**src/rtl/serial_arith_pkg.sv**
```systemverilog
// -----------------------------------------------------------------------------
// serial_arith_pkg
// Shared definitions for the LSB-first serial arithmetic blocks.
//   state_t   : word-tracking state (IDLE, CARRY, COMP)
//   MODE_PASS : word is forwarded unchanged
//   MODE_NEG  : word is two's-complement negated
// -----------------------------------------------------------------------------
package serial_arith_pkg;

  typedef enum logic [1:0] {
    IDLE  = 2'd0,  // between words
    CARRY = 2'd1,  // in a word, all digits so far zero: +1 still pending
    COMP  = 2'd2   // in a word, +1 already absorbed: plain complement
  } state_t;

  localparam logic MODE_PASS = 1'b0;
  localparam logic MODE_NEG  = 1'b1;

endpackage

```
**src/rtl/serial_twos_negator_if.sv**
```systemverilog
// -----------------------------------------------------------------------------
// serial_twos_negator_if
// Framed digit stream in, framed digit stream out, plus status.
//   master : producer/consumer side (drives input stream, out_ready)
//   slave  : the negator (drives in_ready, output stream, out_ovf, err)
// -----------------------------------------------------------------------------
interface serial_twos_negator_if #(
  parameter int DIGIT_W = 4
);

  logic               in_valid;
  logic               in_ready;
  logic [DIGIT_W-1:0] in_digit;
  logic               in_sop;
  logic               in_eop;
  logic               neg_en;
  logic               out_valid;
  logic               out_ready;
  logic [DIGIT_W-1:0] out_digit;
  logic               out_sop;
  logic               out_eop;
  logic               out_ovf;
  logic               err;

  modport master (
    output in_valid, in_digit, in_sop, in_eop, neg_en, out_ready,
    input  in_ready, out_valid, out_digit, out_sop, out_eop, out_ovf, err
  );

  modport slave (
    input  in_valid, in_digit, in_sop, in_eop, neg_en, out_ready,
    output in_ready, out_valid, out_digit, out_sop, out_eop, out_ovf, err
  );

endinterface

```
**src/rtl/serial_digit_neg.sv**
```systemverilog
// -----------------------------------------------------------------------------
// serial_digit_neg
// Combinational per-digit negate/pass slice.
//   i_x         : input digit
//   i_c         : pending +1 carry into this digit
//   i_mode      : MODE_NEG or MODE_PASS
//   o_y         : result digit
//   o_x_nonzero : input digit is nonzero (the +1 has been absorbed)
//   o_x_msb     : msb of the input digit
//   o_y_msb     : msb of the result digit
// -----------------------------------------------------------------------------
module serial_digit_neg
  import serial_arith_pkg::*;
#(
  parameter int DIGIT_W = 4
) (
  input  logic [DIGIT_W-1:0] i_x,
  input  logic               i_c,
  input  logic               i_mode,
  output logic [DIGIT_W-1:0] o_y,
  output logic               o_x_nonzero,
  output logic               o_x_msb,
  output logic               o_y_msb
);

  logic [DIGIT_W-1:0] w_neg;

  // The carry-out of ~x + c is set only when x==0 and c==1, which the FSM
  // already tracks through o_x_nonzero, so it is not kept here.
  assign w_neg       = ~i_x + DIGIT_W'(i_c);
  assign o_y         = (i_mode == MODE_NEG) ? w_neg : i_x;
  assign o_x_nonzero = |i_x;
  assign o_x_msb     = i_x[DIGIT_W-1];
  assign o_y_msb     = o_y[DIGIT_W-1];

endmodule

```
**src/rtl/serial_twos_negator.sv**
```systemverilog
// -----------------------------------------------------------------------------
// serial_twos_negator
// Negates or forwards LSB-first serial words, DIGIT_W bits per beat, with one
// registered output stage and a valid/ready handshake on both sides.
//   clk    : clock, rising edge
//   areset : asynchronous active-high reset
//   bus    : slave modport of serial_twos_negator_if
//            in_valid/in_ready/in_digit/in_sop/in_eop/neg_en    (input stream)
//            out_valid/out_ready/out_digit/out_sop/out_eop      (output stream)
//            out_ovf : with out_eop, word was the most-negative value
//            err     : one-cycle pulse on an orphan digit or aborted word
// -----------------------------------------------------------------------------
module serial_twos_negator
  import serial_arith_pkg::*;
#(
  parameter int DIGIT_W = 4
) (
  input  logic                        clk,
  input  logic                        areset,
  serial_twos_negator_if.slave        bus
);

  state_t             r_state;
  state_t             w_state_nxt;
  logic               r_mode;

  logic               r_vld_p1;
  logic [DIGIT_W-1:0] r_digit_p1;
  logic               r_sop_p1;
  logic               r_eop_p1;
  logic               r_ovf_p1;
  logic               r_err_p1;

  logic               w_in_ready;
  logic               w_acc;
  logic               w_load;
  logic               w_orphan;
  logic               w_abort;
  logic               w_c;
  logic               w_mode;
  logic [DIGIT_W-1:0] w_y;
  logic               w_x_nonzero;
  logic               w_x_msb;
  logic               w_y_msb;
  logic               w_ovf;

  // Single output stage: accept whenever the register is empty or draining.
  assign w_in_ready = ~r_vld_p1 | bus.out_ready;
  assign w_acc      = bus.in_valid & w_in_ready;

  // sop always starts a fresh word with the +1 pending and a new mode.
  assign w_c    = bus.in_sop | (r_state == CARRY);
  assign w_mode = bus.in_sop ? bus.neg_en : r_mode;

  serial_digit_neg #(
    .DIGIT_W (DIGIT_W)
  ) u_digit (
    .i_x         (bus.in_digit),
    .i_c         (w_c),
    .i_mode      (w_mode),
    .o_y         (w_y),
    .o_x_nonzero (w_x_nonzero),
    .o_x_msb     (w_x_msb),
    .o_y_msb     (w_y_msb)
  );

  // ~x + 1 keeps the msb set only for x = 100..0, i.e. the most-negative word.
  assign w_ovf = bus.in_eop & (w_mode == MODE_NEG) & w_x_msb & w_y_msb;

  always_comb begin
    w_state_nxt = r_state;
    w_load      = 1'b0;
    w_orphan    = 1'b0;
    w_abort     = 1'b0;
    if (w_acc) begin
      if (bus.in_sop) begin
        w_load  = 1'b1;
        w_abort = (r_state != IDLE);
      end else if (r_state == IDLE) begin
        w_orphan = 1'b1;
      end else begin
        w_load = 1'b1;
      end
      if (w_load) begin
        if (bus.in_eop) begin
          w_state_nxt = IDLE;
        end else if (w_c && !w_x_nonzero) begin
          w_state_nxt = CARRY;
        end else begin
          w_state_nxt = COMP;
        end
      end
    end
  end

  always_ff @(posedge clk or posedge areset) begin
    if (areset) begin
      r_state <= IDLE;
      r_mode  <= MODE_PASS;
    end else begin
      r_state <= w_state_nxt;
      if (w_acc && bus.in_sop) begin
        r_mode <= bus.neg_en;
      end
    end
  end

  // ---- stage p1: registered output beat ----
  always_ff @(posedge clk or posedge areset) begin
    if (areset) begin
      r_vld_p1   <= 1'b0;
      r_digit_p1 <= '0;
      r_sop_p1   <= 1'b0;
      r_eop_p1   <= 1'b0;
      r_ovf_p1   <= 1'b0;
      r_err_p1   <= 1'b0;
    end else begin
      r_err_p1 <= w_orphan | w_abort;
      if (w_load) begin
        r_vld_p1   <= 1'b1;
        r_digit_p1 <= w_y;
        r_sop_p1   <= bus.in_sop;
        r_eop_p1   <= bus.in_eop;
        r_ovf_p1   <= w_ovf;
      end else if (bus.out_ready) begin
        r_vld_p1 <= 1'b0;
      end
    end
  end

  assign bus.in_ready  = w_in_ready;
  assign bus.out_valid = r_vld_p1;
  assign bus.out_digit = r_digit_p1;
  assign bus.out_sop   = r_sop_p1;
  assign bus.out_eop   = r_eop_p1;
  assign bus.out_ovf   = r_ovf_p1;
  assign bus.err       = r_err_p1;

endmodule

```
**src/flat_wrapper.sv**
```systemverilog
// flat-port wrapper written by rule: the top's interface ports become plain ports
module serial_twos_negator_flat import serial_arith_pkg::*;
#(
  parameter int DIGIT_W = 4
)
  (clk, areset, bus_in_valid, bus_in_digit, bus_in_sop, bus_in_eop, bus_neg_en, bus_out_ready, bus_in_ready, bus_out_valid, bus_out_digit, bus_out_sop, bus_out_eop, bus_out_ovf, bus_err);
  serial_twos_negator_if #(.DIGIT_W(DIGIT_W)) bus_i ();
  input  logic clk;
  input  logic areset;
  input wire logic [$bits(bus_i.in_valid)-1:0] bus_in_valid;
  input wire logic [$bits(bus_i.in_digit)-1:0] bus_in_digit;
  input wire logic [$bits(bus_i.in_sop)-1:0] bus_in_sop;
  input wire logic [$bits(bus_i.in_eop)-1:0] bus_in_eop;
  input wire logic [$bits(bus_i.neg_en)-1:0] bus_neg_en;
  input wire logic [$bits(bus_i.out_ready)-1:0] bus_out_ready;
  output wire logic [$bits(bus_i.in_ready)-1:0] bus_in_ready;
  output wire logic [$bits(bus_i.out_valid)-1:0] bus_out_valid;
  output wire logic [$bits(bus_i.out_digit)-1:0] bus_out_digit;
  output wire logic [$bits(bus_i.out_sop)-1:0] bus_out_sop;
  output wire logic [$bits(bus_i.out_eop)-1:0] bus_out_eop;
  output wire logic [$bits(bus_i.out_ovf)-1:0] bus_out_ovf;
  output wire logic [$bits(bus_i.err)-1:0] bus_err;
  assign bus_i.in_valid = bus_in_valid;
  assign bus_i.in_digit = bus_in_digit;
  assign bus_i.in_sop = bus_in_sop;
  assign bus_i.in_eop = bus_in_eop;
  assign bus_i.neg_en = bus_neg_en;
  assign bus_i.out_ready = bus_out_ready;
  assign bus_in_ready = bus_i.in_ready;
  assign bus_out_valid = bus_i.out_valid;
  assign bus_out_digit = bus_i.out_digit;
  assign bus_out_sop = bus_i.out_sop;
  assign bus_out_eop = bus_i.out_eop;
  assign bus_out_ovf = bus_i.out_ovf;
  assign bus_err = bus_i.err;
  serial_twos_negator #(.DIGIT_W(DIGIT_W)) u_core (.clk(clk), .areset(areset), .bus(bus_i));
endmodule
```
**config.mk**
```make
export PLATFORM = sky130hd
export DESIGN_NAME = serial_twos_negator_flat
export DESIGN_NICKNAME = d
export VERILOG_FILES = /design/src/rtl/serial_arith_pkg.sv /design/src/rtl/serial_twos_negator_if.sv /design/src/rtl/serial_digit_neg.sv /design/src/rtl/serial_twos_negator.sv /design/src/flat_wrapper.sv
export SDC_FILE = /design/constraint.sdc
export NUM_CORES = 1
export LEC_CHECK = 0
export BUFFER_PORTS_ARGS = -buffer_cell sky130_fd_sc_hd__buf_2
export CAP_MARGIN = 10
export CORE_MARGIN = 2
export CORE_UTILIZATION = 40
export CTS_CLUSTER_DIAMETER = 150
export DETAILED_ROUTE_END_ITERATION = 8
export PLACE_DENSITY = 0.67
export RECOVER_POWER = 50
export SETUP_SLACK_MARGIN = 0.02
export SYNTH_ARGS = -nofsm -noshare
export SYNTH_HDL_FRONTEND = slang
export SYNTH_SLANG_ARGS = --single-unit
```
**constraint.sdc**
```tcl
create_clock -name clk -period 1.5 [get_ports clk]
set_clock_uncertainty 0.1 [all_clocks]
set_input_delay 0.375 -clock clk [delete_from_list [all_inputs] [get_ports clk]]
set_output_delay 0.375 -clock clk [all_outputs]
set_load 0.02 [all_outputs]
```
======== After elaboration in Yosys (flattened, before gate mapping) ========
Index checks and enable logic that the tools add are counted.
cells by class
  $add $sub $neg .......................... 1
  $mul .................................... 0
  divide/modulo/power cells ............... 0
  order comparisons ....................... 0
  eq/ne operators ......................... 1
  shift operators ......................... 0
  muxes and demuxes ....................... 15
  bitwise operators ....................... 9
  reductions and logical operators ........ 8
operator list
  kind                                                 number
  2-to-1 mux 1 bit                                     12
  adder 4 x 1 -> 4 bit                                 1
  bitwise AND 1 bit                                    4
  2-to-1 mux 2 bit                                     2
  2-to-1 mux 4 bit                                     1
  NOT 4 bit                                            1
  nonzero test 2 bit                                   2
  OR reduction 4 bit                                   1
  bitwise OR 1 bit                                     3
  equality test 2 x 1 -> 1 bit, second input constant  1
  logical AND 1 bit                                    2
  zero test 2 bit                                      1
  AND reduction 2 bit                                  1
  zero test 1 bit                                      1
  NOT 1 bit                                            1
word-level totals
  register bits ........................... 12
  latch bits .............................. 0
  memory bits (writable) .................. 0
  ROM bits ................................ 0
  output and inout bits ................... 10
  word-level logic and storage cells ...... 42
  memories kept ........................... 0

======== Longest topological paths before layout ========
Gate-level depths: netlist of run 1.
  depth in word-level cells ............... 6
  gate-level depth with buffers ........... 6
  depth with buffers taken out ............ 6

======== Modules after synthesis ========
Synthesis of run 1 repeated with hierarchy kept, for this count alone.
unflattened totals
  cells, all modules ...................... 59
  area total of the unflattened synthesis .. 684.4 sq um
by module, submodules not included
  module               instances  cells each  area each (sq um)  sequential area each (sq um)
  serial_twos_negator  1          41          558.0              300.3
  serial_digit_neg     1          18          126.4              0.0

======== Worst setup path before layout of run 1 ========
OpenSTA, ideal clock, no wires.
  kind .................................... input to register
  start point ............................. input port bus_in_sop
  end point ............................... register u_core.r_ovf_p1, in the netlist u_core.bus.out_ovf
  arrival ................................. 1.532 ns
  setup slack ............................. -0.257 ns
  stages .................................. 6
  buffers on the path ..................... 3
  cell sequence ........................... buf_6 > or3_4 > buf_6 > and3_4 > buf_6 > mux2_4
on the way
  word-level cells in the longest chain between the ends .. 4
  elaborated cells between the ends (all ways) .. 10
  classes of those cells .................. add/sub: 1; mux: 5; bitwise: 4
RTL lines
  element                                                    line                                                  RTL
  from (decl)                                                flat_wrapper.sv:12                                    input wire logic [$bits(bus_i.in_sop)-1:0] bus_in_sop;
  bitwise OR 1 bit or 2-to-1 mux 1 bit (tied branches)       serial_twos_negator.sv:52, serial_twos_negator.sv:53
  adder 4 x 1 -> 4 bit or bitwise AND 1 bit (tied branches)  serial_digit_neg.sv:30, serial_twos_negator.sv:68
  2-to-1 mux 4 bit or bitwise AND 1 bit (tied branches)      serial_digit_neg.sv:31, serial_twos_negator.sv:68
  bitwise AND 1 bit                                          serial_twos_negator.sv:68                             assign w_ovf = bus.in_eop & (w_mode == MODE_NEG) & w_x_msb & w_y_msb;
  to (signal assigned)                                       serial_twos_negator.sv:124                            r_ovf_p1 <= w_ovf;
  to (decl)                                                  serial_twos_negator.sv:31                             logic r_ovf_p1;
Parallel ways exist; a longest one is shown, timed or not. The select of a mux whose other input is x is not followed.
A chain may end at the register's enable or synchronous reset.

======== Worst setup path after layout of run 1 ========
  start point ............................. register u_core.r_state[0]
  end point ............................... register u_core.r_ovf_p1, in the netlist u_core.bus.out_ovf
on the way
  word-level cells in the longest chain between the ends .. 5
  elaborated cells between the ends (all ways) .. 10
  classes of those cells .................. add/sub: 1; eq/ne: 1; mux: 5; bitwise: 2; reduce/logical: 1
RTL lines
  element                                                          line                                                  RTL
  from (decl)                                                      serial_twos_negator.sv:23                             state_t r_state;
  from (signal assigned)                                           serial_twos_negator.sv:101                            r_state <= w_state_nxt;
  equality test 2 x 1 -> 1 bit or zero test 2 bit (tied branches)  serial_twos_negator.sv:52, serial_twos_negator.sv:79
  bitwise OR 1 bit or 2-to-1 mux 1 bit (tied branches)             serial_twos_negator.sv:52, serial_twos_negator.sv:79
  adder 4 x 1 -> 4 bit or 2-to-1 mux 1 bit (tied branches)         serial_digit_neg.sv:30, serial_twos_negator.sv:76
  2-to-1 mux 4 bit or 2-to-1 mux 1 bit (tied branches)             serial_digit_neg.sv:31, serial_twos_negator.sv:75
  bitwise AND 1 bit or 2-to-1 mux 1 bit (tied branches)            serial_twos_negator.sv:68, serial_twos_negator.sv:75
Parallel ways exist; a longest one is shown, timed or not. The select of a mux whose other input is x is not followed.

==> reports/results.ini, run 1 <==
[status]
outcome = finished with violations
violations = negative hold slack, negative setup slack

[clocking]
cts_max_level = 1
ctsHoldBuffers = 0
cts.clk_slew.worst_paths_ps = 90
clk_latency_ps = 280
cts_root_buf = clkbuf_4
clock-sinks = 12
cts_buffers = 3
cts_tree = yes
cts.path.max_buffers = 2

[timing]
setup_tns_ps = -425
min_period_ps = 1610
relSlewSlack = 0.690
tightest_slew_ps = 464
timing.fmax_mhz = 622
setup_viol = 6
fin_ws_ps = -106
timing.final.crit_share = 1.07
rsz0062_at_grt = true
slew_viol_final = 0
whs_ps = -13.6
hold_viol = 7

[synth]
netlist.area_leader.share = 0.442
ys_seq_area_frac = 0.442
ys_dominant_reg_cell = dfrtp_1
post-synth-top-area-cell = dfrtp_1
synth_edf_count = 0
synth_most_common_cell = dfrtp_1
synth.top_cells.by_count = dfrtp_1 (12), a31oi_1 (8), inv_1 (7), nand2_1 (5), o21ai_0 (5)
synth_seq_cells = 12
async_reset_ff_frac = 1.00
syn_area_sq_um = 679
synth_area_leaders = dfrtp_1 (44%), a31oi_1 (7.4%), buf_6 (5.0%)
synth_fp_nets = 81
synthCells = 68
syn_area_per_cell_sq_um = 9.99
synth_cell_types = 26
yosysWarnings = 0

[power_and_ir_drop]
seqPwrFrac = 0.382
combPwrFrac = 0.376
power.share.clock = 0.243
power.share.switching = 0.340
peakVddDrop_uv = 794
netSwitchingPower_uw = 370
p_int_uw = 720
cellPowerDensity_nw_per_um2 = 1060
p_leak_nw = 0.493

[setup_path]
reg2reg_from = u_core.r_state[0]
rr_worst_depth = 4
cp.required_ps = 1570
cp-start-kind = flip-flop
cp-end-kind = flip-flop
crit_arrival_ps = 1680
worstPathMaxFanout = 4
worstReg2RegEnd = u_core.bus.out_ovf
r2r_setup_slack_ps = -110
crit_type = flip-flop to flip-flop

[detailed_routing]
drt_iter0_drc = 8
drc = 0
ant_nets = 0
vias = 655
viasPerCell = 5.46
drt-total-wl_um = 1760
dr.pass1.iters = 3
post_drt_wl_per_cell_um = 14.6

[global_route]
grtUsageMet2 = 0.334
overflow = 0
top_usage_layer = met2
grt_pass1_vias = 677
gr-usage-met3 = 0.0360
grt_util_met1 = 0.238
grt_first_pass_wirelength_um = 2860
grt_usage = 0.195
grt_antenna_before_repair = 0
grt_max_degree = 13

[placement]
place_hpwl_um = 1140
placed_cell_area_sq_um = 863
gp_congestion = 0.893
numPlacedInstances = 110
port_buffers = 20

[die]
start_util = 0.441
dieArea_sq_um = 2040
rows = 14
io_pins = 21
die_w_um = 45.2
die_height_um = 45.2
coreArea_sq_um = 1540

[cells_and_area]
area_growth_pct = 50.8
design_area_sq_um = 1020
drive_above_1_share = 0.567
regArea_sq_um = 302
final_nets = 118
fin_util = 0.665
final_cells = 120
multi_input_area_sq_um = 394
fillers = 136
n_antenna_cell = 0

[run]
maxCapViolCount = 0

[hold_path]
holdCritPathClass = input pin to asynchronous set/reset pin

worst max-delay path, stage by stage (launching register included):
cell and delay (ps):
dfrtp_1 410, buf_6 130, or3_4 360, and3_4 210, mux2_4 290
cells in the final DEF (no fill, tap or decap), drive strengths merged:
cell type / n
ha: 2
buf: 36
nor2: 2
dfrtp: 12
nor3: 1
clkbuf: 5
inv: 7
a31oi: 8
mux2: 4
or3: 3
a21o: 1
a32oi: 1
mux2i: 1
or4: 1
o32ai: 1
nor3b: 1
a211oi: 1
o31ai: 1
nor2b: 1
o21ai: 5
nand3: 3
and4: 1
nand2: 5
and3: 1
area by class of cell:
class                           count  area share
Timing Repair Buffer               37       0.238
Clock buffer                        4      0.0354
Multi-Input combinational cell     44       0.385
Tap cell                           16      0.0195
Inverter                            7      0.0281
Sequential cell                    12       0.294
power by group through the flow:
stage | Clock (mW) | Combinational [mW] | Sequential (mW)
after global placement | 0 | 0.355 | 0.420
after global routing | 0.275 | 0.449 | 0.425
after detailed placement | 0 | 0.356 | 0.421
after CTS | 0.270 | 0.378 | 0.414
final | 0.265 | 0.410 | 0.416
after floorplan | 0 | 0.168 | 0.485
through the flow:
step | hold WS, ps | worst slack (ps) | total power [mW]
2_1_floorplan | 140 | -257 | 0.653
3_3_place_gp | 305 | -165 | 0.775
3_5_place_dp | 316 | -186 | 0.778
4_1_cts | 10.5 | -92.6 | 1.06
5_1_grt | 49.1 | -142 | 1.15
6_report | -13.6 | -106 | 1.09
sequential cells by signal, indices dropped and copies added (netlist names):
name,flops
u_core.bus.out_digit,4
u_core.r_state,2
u_core.bus.err,1
u_core.bus.out_eop,1
u_core.bus.out_ovf,1
u_core.bus.out_sop,1
u_core.bus.out_valid,1
u_core.r_mode,1
metal layers:
metal,wire [um],vias to the layer above
li1,-,319
met1,728,317
met2,955,15
met3,48,4
met4,22,0
met5,0,-
kinds of logic (layout without fill, tap and decap cells):
family / Yosys count / count (layout) / share of synthesized area
flip-flops: 12 / 12 / 0.442
adder cells (fa/ha/maj): 2 / 2 / 0.0368
AO/OA/AOI/OAI: 18 / 18 / 0.171
multiplexers: 5 / 5 / 0.0865
buffers and inverters: 12 / 48 / 0.0995
AND/OR/NAND/NOR: 19 / 19 / 0.164
worst max path at each step:
stage | slack [ps] | startpoint | end
final | -110 | u_core.r_state[0] | u_core.bus.out_ovf
after global routing | -140 | u_core.r_state[0] | u_core.bus.out_digit[3]
after CTS | -90 | u_core.r_state[0] | u_core.bus.out_digit[3]
after detailed placement | -190 | bus_in_sop | u_core.bus.out_digit[2]
after global placement | -160 | bus_in_sop | u_core.bus.out_ovf
after floorplan | -260 | bus_in_sop | u_core.bus.out_ovf
timing repair:
item / 4_1_cts / 5_1_grt
hold endpoints to repair: 0 / 0
pin swaps: 4 / 5
setup endpoints to repair: 5 / 9
resized for setup: 10 / 8
setup buffers: 4 / 2
(Power assumes the default switching activity.)
==> inputs of run 2 (changes only) <==
- PLACE_DENSITY: 0.67 -> default
- clock period: 1.5 -> 1.7 ns (I/O delays scaled with it)
==> run 2 against run 1 <==
  * The run now ends clean
  * Maximum frequency fell by 3.1%
  * Register-to-register slack improved by 150 ps
  * Sequential share of layout area rose by 3.0 points
  * Clock-buffer cell count did not move
  * Sequential power fell by 12%
  * Combinational power fell by 21%
  * Utilization fell by 6.4 points
  * Via count fell by 5.8%
  * Power fell by 16%
  * Critical path depth rose by 2
  * Largest cell class unchanged
==> reports/results.ini, run 2 (synthesized netlist as in run 1, its figures left out) <==
[power_and_ir_drop]
power.share.switching = 0.339  ; -0.00105
p_leak_nw = 0.437  ; -11%
netSwitchingPower_uw = 311  ; -16%
power.share.clock = 0.248  ; +0.005
p_int_uw = 607  ; -16%
combPwrFrac = 0.352  ; -0.024
peakVddDrop_uv = 583  ; -27%
cellPowerDensity_nw_per_um2 = 992  ; -6.8%
seqPwrFrac = 0.399  ; +0.017

[timing]
min_period_ps = 1660  ; +51.4 ps
rsz0062_at_grt = true
hold_viol = 0  ; -7
relSlewSlack = 0.696  ; +0.00576
fin_ws_ps = 42.1  ; +149 ps
tightest_slew_ps = 455  ; -8.63 ps
slew_viol_final = 0  ; unchanged
timing.final.crit_share = 0.975  ; -0.0958
setup_viol = 0  ; -6
timing.fmax_mhz = 603  ; -3.1%

[global_route]
grt_antenna_before_repair = 0  ; unchanged
grt_first_pass_wirelength_um = 2820  ; -1.4%
grt_max_degree = 13  ; unchanged
grt_pass1_vias = 607  ; -10%
overflow = 0  ; unchanged
grt_usage = 0.194  ; -0.000531

[setup_path]
critPathCapture = u_core.bus.out_digit[2]
crit_arrival_ps = 1750  ; +70 ps
reg2reg_from = u_core.r_state[1]
worstPathMaxFanout = 2  ; -2
r2r_setup_slack_ps = 40  ; +150 ps
max_stage_delay_ps = 380  ; -30 ps
crit_chain = inv_2 -> a21o_4 -> ha_4 -> ha_4 -> or3_1 -> a31oi_4
crit_type = flip-flop to flip-flop
cpMostUsedCell = ha_4
rr_worst_depth = 6  ; +2
cp.required_ps = 1790  ; +220 ps
cp-end-kind = flip-flop
crit_start = u_core.r_state[1]
cp-start-kind = flip-flop
cp_slowest_cell = dfrtp_1
worstReg2RegEnd = u_core.bus.out_digit[2]

[detailed_routing]
viasPerCell = 5.41  ; -0.84%
vias = 617  ; -5.8%
drc = 0  ; unchanged
ant_nets = 0  ; unchanged
post_drt_wl_per_cell_um = 14.2  ; -2.6%
drt_iter0_drc = 31  ; +23
dr.pass1.iters = 4  ; +1
drt-total-wl_um = 1620  ; -7.5%

[placement]
pre_cts_slack_ps = -121  ; +64.8 ps
gp_congestion = 0.777  ; -13%
port_buffers = 20  ; unchanged
placed_cell_area_sq_um = 823  ; -4.6%
numPlacedInstances = 107  ; -2.7%
place_hpwl_um = 1240  ; +8.8%

[die]
dieArea_sq_um = 2040  ; unchanged
die_w_um = 45.2  ; unchanged
start_util = 0.441  ; unchanged
rows = 14  ; unchanged
coreArea_sq_um = 1540  ; unchanged
die_height_um = 45.2  ; unchanged
io_pins = 21  ; unchanged

[run]
maxCapViolCount = 0  ; unchanged

[cells_and_area]
n_antenna_cell = 0  ; unchanged
area_growth_pct = 36.3
layout_common_cells = buf_2 (17), dfrtp_1 (12), buf_4 (10)
final_cells = 114  ; -5.0%
design_area_sq_um = 926  ; -9.6%
drive_above_1_share = 0.459  ; -0.108
final_nets = 112  ; -5.1%
layout_commonest_cell = buf_2
largest_register_ffs = 4  ; unchanged

[clocking]
cts_buffers = 3  ; unchanged
cts_root_buf = clkbuf_4
ctsHoldBuffers = 0  ; unchanged
cts.path.max_buffers = 2  ; unchanged
cts.clk_slew.worst_paths_ps = 80  ; about the same
cts_max_level = 1  ; unchanged
clock-sinks = 12  ; unchanged
clk_latency_ps = 270  ; about the same
cts_tree = yes

[status]
outcome = finished clean

[hold_path]
holdCritPathClass = input pin to asynchronous set/reset pin

[run 2: repair_timing]
item,in CTS,in global routing
endpoints found under the setup margin,2,5
pin swaps,2,2
gates resized for setup,5,5
buffers inserted,3,0
[run 2: how the worst min path moves through the flow]
stage | to | slack (ps)
6_report | u_core.bus.out_sop | 40
5_1_grt | u_core.bus.out_sop | 100
4_1_cts | u_core.bus.out_sop | 60
3_5_place_dp | u_core.bus.out_sop | 360
3_3_place_gp | u_core.bus.out_digit[2] | 370
2_1_floorplan | u_core.bus.err | 190
[run 2: cell type report]
class                   instances  area, sq um
clock buffers                   4         36.3
fillers                       151          616
inverters                       7         26.3
flip-flops and latches         12          300
repair buffers                 31          183
well taps                      16         20.0
multi-input cells              44          360
[run 2: worst max-delay path: cells and delay by family (launching register included)]
kind            cells  cell delay, ps
flops               1             380
buf+inv             1              50
fa+ha+maj           2             300
compound gates      2             360
simple gates        1             380
[run 2: per-stage QoR]
stage,setup TNS (ps),power [mW],utilization,hold slack [ps]
6_report,0,0.918,0.601,39.9
5_1_grt,0,0.978,0.601,101
4_1_cts,0,0.918,0.589,59.3
3_5_place_dp,-199,0.666,0.534,364
3_3_place_gp,-54.3,0.657,0.534,367
2_1_floorplan,-107,0.564,-,190
[run 2: per-layer routing]
layer  GRT usage  part of all wire  routed length [um]  vias up
met3      0.0400             0.076                 123        4
met1       0.260              0.43                 692      273
met2       0.326              0.49                 792       29
met4      0.0353            0.0092                  15        0
li1            -                 -                   -      311
met5           0                 0                   0        -
[run 2: power by group through the flow]
stage	logic [mW]	registers, mW	clock network, mW
finish	0.323	0.367	0.228
global route	0.357	0.375	0.246
CTS	0.312	0.368	0.238
detailed placement	0.292	0.373	0
global placement	0.287	0.369	0
floorplan	0.137	0.426	0
